[src/rtl/alu_result_buffer.sv]
// alu_result_buffer
// -----------------
// Circular FIFO that captures every valid ALU result and lets a slower
// downstream consumer drain them with a valid/ready handshake.
//
// Handshake (both sides): a transfer happens on a rising clk edge where the
// producer's valid and the consumer's ready are both 1.  On the input side
// the ALU never waits: y_valid is a one-cycle strobe.  A result that arrives
// while the buffer is full and nothing is popped that cycle is dropped, and
// the drop is recorded.  On the output side out_data/out_valid are held
// stable until out_ready is seen with out_valid=1.
//
// Parameters:
//   DEPTH  number of entries (power of two, 2..16)
//   DW     result width
//
// Ports:
//   clk        system clock, rising edge
//   reset      asynchronous active-low reset, clears all state
//   y_in       ALU result
//   y_valid    y_in is a new result this cycle
//   out_data   oldest buffered result (head entry)
//   out_valid  out_data holds a valid entry
//   out_ready  consumer accepts out_data this cycle
//   count      number of entries held, 0..DEPTH
//   full       count == DEPTH
//   empty      count == 0
//   overflow   sticky: at least one result was dropped since reset
//   drop_cnt   (only with ALU_BUF_DROP_CNT_EN) saturating count of drops
//
// Build option: define ALU_BUF_DROP_CNT_EN to add the drop_cnt output;
// overflow is then derived from drop_cnt instead of its own register.

module alu_result_buffer #(
    parameter int DEPTH = 8,
    parameter int DW    = 4
) (
    input  logic                   clk,
    input  logic                   reset,
    input  logic [DW-1:0]          y_in,
    input  logic                   y_valid,
    output logic [DW-1:0]          out_data,
    output logic                   out_valid,
    input  logic                   out_ready,
    output logic [$clog2(DEPTH):0] count,
    output logic                   full,
    output logic                   empty,
`ifdef ALU_BUF_DROP_CNT_EN
    output logic [7:0]             drop_cnt,
`endif
    output logic                   overflow
);

    localparam int AW = $clog2(DEPTH);
    localparam int CW = AW + 1;

    localparam logic [AW-1:0] PTR_ONE   = AW'(1);
    localparam logic [CW-1:0] CNT_ONE   = CW'(1);
    localparam logic [CW-1:0] CNT_FULL  = CW'(DEPTH);

    logic [DW-1:0] mem [DEPTH];
    logic [AW-1:0] wr_ptr;
    logic [AW-1:0] rd_ptr;
    logic [CW-1:0] cnt_q;

    logic pop;
    logic push;
    logic drop;

    // Status comes straight from the count register, so no input reaches
    // any output combinationally.
    assign full      = (cnt_q == CNT_FULL);
    assign empty     = (cnt_q == '0);
    assign count     = cnt_q;
    assign out_valid = ~empty;
    assign out_data  = mem[rd_ptr];

    // A pop in the same cycle frees the head slot, so a full buffer can
    // still accept a result when the consumer is draining.
    assign pop  = out_valid & out_ready;
    assign push = y_valid & (~full | pop);
    assign drop = y_valid & full & ~pop;

    always_ff @(posedge clk or negedge reset) begin
        if (!reset) begin
            for (int i = 0; i < DEPTH; i++) begin
                mem[i] <= '0;
            end
            wr_ptr <= '0;
            rd_ptr <= '0;
            cnt_q  <= '0;
        end else begin
            if (push) begin
                mem[wr_ptr] <= y_in;
                wr_ptr      <= wr_ptr + PTR_ONE;
            end
            if (pop) begin
                rd_ptr <= rd_ptr + PTR_ONE;
            end
            if (push && !pop) begin
                cnt_q <= cnt_q + CNT_ONE;
            end else if (pop && !push) begin
                cnt_q <= cnt_q - CNT_ONE;
            end
        end
    end

`ifdef ALU_BUF_DROP_CNT_EN
    logic [7:0] drop_q;

    always_ff @(posedge clk or negedge reset) begin
        if (!reset) begin
            drop_q <= '0;
        end else if (drop && (drop_q != 8'hFF)) begin
            drop_q <= drop_q + 8'd1;
        end
    end

    assign drop_cnt = drop_q;
    assign overflow = (drop_q != 8'd0);
`else
    logic overflow_q;

    always_ff @(posedge clk or negedge reset) begin
        if (!reset) begin
            overflow_q <= 1'b0;
        end else if (drop) begin
            overflow_q <= 1'b1;
        end
    end

    assign overflow = overflow_q;
`endif

endmodule

[config.mk]
export PLATFORM = sky130hd
export DESIGN_NAME = alu_result_buffer
export DESIGN_NICKNAME = d
export VERILOG_FILES = /design/src/rtl/alu_result_buffer.sv
export SDC_FILE = /design/constraint.sdc
export NUM_CORES = 1
export LEC_CHECK = 0
export BUFFER_PORTS_ARGS = -buffer_cell sky130_fd_sc_hd__buf_2
export CAP_MARGIN = 10
export CORE_MARGIN = 1.5
export CORE_UTILIZATION = 30
export CTS_CLUSTER_DIAMETER = 30
export DETAILED_ROUTE_END_ITERATION = 8
export PLACE_DENSITY_LB_ADDON = 0.05
export SLEW_MARGIN = 0
export SYNTH_ARGS = -nofsm -noshare
export SYNTH_HDL_FRONTEND = slang
export SYNTH_SLANG_ARGS = --single-unit
[constraint.sdc]
create_clock -name clk -period 3.47 [get_ports clk]
set_input_delay 0.694 -clock clk [delete_from_list [all_inputs] [get_ports clk]]
set_output_delay 0.694 -clock clk [all_outputs]
set_load 0.05 [all_outputs]
==> metrics.txt <==
DR vias/cell=4.97; met2 WL=2.30 mm; drt first pass iters=5; post-synth net total=161; maximum number of pins on one net before global-route repair=44; dpl cells=257; drt wl/cell=17.8 µm; final WL=4.71 mm; non-filler cells, final=265; DP Wirelength=3.22 mm; via count of the routed design=1317; CP Capture Type=register; number of port buffers=19; DR WL met3=158 µm; H-Tree Depth=2; setup TNS=0 ns; worst-margin pin slew=0.979 ns; Max Freq=0.339 GHz; CP cell instances=or4b_4 -> o21ai_2 -> inv_1 -> ha_1 -> inv_1 -> ha_1 -> or4_1 -> o211ai_1 -> o211ai_1; worst path required time=3.65 ns; Routability Congestion=0.701; Core Region=6910 µm²; top_reg_cell synth=dfrtp_1; clk_skew=0.00542 ns; VDD IR max=417 µV; DRC=0; Die ar.=7820 µm²; synth-to-layout area growth=13.7%; cts-stage hold buffer count=0; most frequent cells in the layout=dfrtp_1 (43), mux2_2 (39), buf_2 (19); post-synth cell types=32; warnings from Yosys=0; syn avg cell area=14.9 µm²; DR iter-0 viols=35; leak pwr=1.04 nW; Rows=30; Core Util, Final=36.0%; Seq cells post-synth=43; CTS tree=yes; CTS Buffer Depth=2; slowest cell delay on critical path=0.65 ns; Worst Hold Class=reg -> reg; number of clock sinks=43; Multi-input gate area=1070 µm²; CP Launch Type=register; power per cell area=1090 nW/µm²; Antenna Cells=0; first-pass GRT wire length=7.61 mm; CTS root buffer=clkbuf_8; mapped cell area=2190 µm²; M1 wire length=2.18 mm; fin crit share=84.9%; most common cell after layout, fill and taps aside=dfrtp_1; Initial Utilization=31.7%; Die Span Y=88.4 µm; antenna violations before repair=0; gr usage total=13.6%; Worst-path clk slew=0.08 ns; Post-synth EDFFs=0; run status=completed; CP arrival=3.13 ns; Detail Route Antenna Nets=0; fraction of layout cells with a size suffix above 1=48.5%; Die Wd=88.4 µm; setup bufs post-CTS=0; slowest cell on the critical path=or4b_4; Async SR Flop Fraction=100%; max-cap viol count=0; Mapped Cells=147; fillers=701; CTS resizes=0; clk_lat worst skew=0.30 ns; RSZ-0062 raised after global routing=no; fin. max-slew vios=0; CP Class=reg -> reg; final setup fails=0; Slew HR=34.7%; Num CTS Buffers=5; Seq/Total Area, Yosys=49.1%; grt total ovfl=0; fin crit period=2.95 ns; Critical Path Fanout Max=12; top sig layer=met4; Reg area=1080 µm²; final hold vios=0; vias in the first global route=1394; nets@finish=182; # IOs=20
power by group:
part	switching, W	leakage (nW)	internal [W]
combinational	0.000700	0.465	0.000602
clock	0.000179	0.0581	0.000214
sequential	0.000255	0.513	0.000757
state kept, by name, summed over array words and instances (netlist names):
register / flops
count: 4
rd_ptr: 3
overflow: 1
mem: 32
wr_ptr: 3
stage by stage:
step | power, W | instance area, µm² | worst slack, ns | hold WS [ns]
finish | 0.00271 | 2490 | 0.524 | 0.455
global route | 0.00290 | 2490 | 0.331 | 0.512
CTS | 0.00275 | 2490 | 0.508 | 0.464
floorplan | 0.00204 | 2190 | 0.295 | 0.398
global placement | 0.00231 | 2380 | 0.602 | 0.445
detailed placement | 0.00234 | 2380 | 0.508 | 0.442
final timing paths:
check | startpoint | to | slack [ns] | cells past startpoint
min in group asynchronous | reset | mem[9] | 0.55 | 1
setup / recovery | count[0] | count[3] | 0.52 | 9
setup reg to reg | count[0] | count[3] | 0.52 | 9
max in group asynchronous | reset | rd_ptr[1] | 2.32 | 1
hold reg to reg | overflow | overflow | 0.46 | 1
hold / removal | overflow | overflow | 0.46 | 1
layout make-up:
class | instances | area share, %
timing repair buffer | 19 | 3.82
tap | 96 | 4.83
clock inverter | 3 | 1.76
sequential | 43 | 43.2
multi-input combinational | 95 | 43.0
inverter | 4 | 0.603
clock buffer | 5 | 2.77
layer usage:
layer,global-route usage (%),up-vias
li1,-,598
met1,17.6,685
met2,22.8,28
met3,3.17,6
met4,3.84,0
met5,0,-
critical path: cells and delay by family, from the launching register on:
family          cells  cell delay, ns
fa+ha+maj           2            0.54
simple gates        2            1.17
flops               1            0.47
buf+inv             2            0.21
compound gates      3            0.44
Yosys cell counts (2+ instances only):
| cell | instances | area share, % |
|---|---|---|
| dfrtp_1 | 43 | 49 |
| mux2_2 | 39 | 20 |
| mux4_2 | 8 | 8.2 |
| xnor2_1 | 6 | 2.4 |
| ha_1 | 5 | 2.9 |
| inv_1 | 4 | 0.69 |
| nand2_1 | 3 | 0.51 |
| nand3_1 | 3 | 0.69 |
| o2111ai_4 | 3 | 3.6 |
| o211ai_1 | 3 | 1.0 |
| o211ai_2 | 3 | 1.7 |
| a21oi_1 | 2 | 0.46 |
| buf_2 | 2 | 0.46 |
| clkbuf_1 | 2 | 0.34 |
| nor2_1 | 2 | 0.34 |
| nor2b_1 | 2 | 0.57 |
| or4_1 | 2 | 0.69 |
cells by family (layout without fill, tap and decap cells):
kind of cell / count (synthesis) / after routing / synth area share, %
flops: 43 / 43 / 49.1
simple gates: 18 / 18 / 5.03
buf+inv: 9 / 31 / 2.00
compound gates: 17 / 17 / 8.91
xor+xnor: 6 / 6 / 2.40
fa+ha+maj: 6 / 6 / 3.77
mux: 48 / 48 / 28.7
Note: power is estimated with default switching activity, not from simulation.
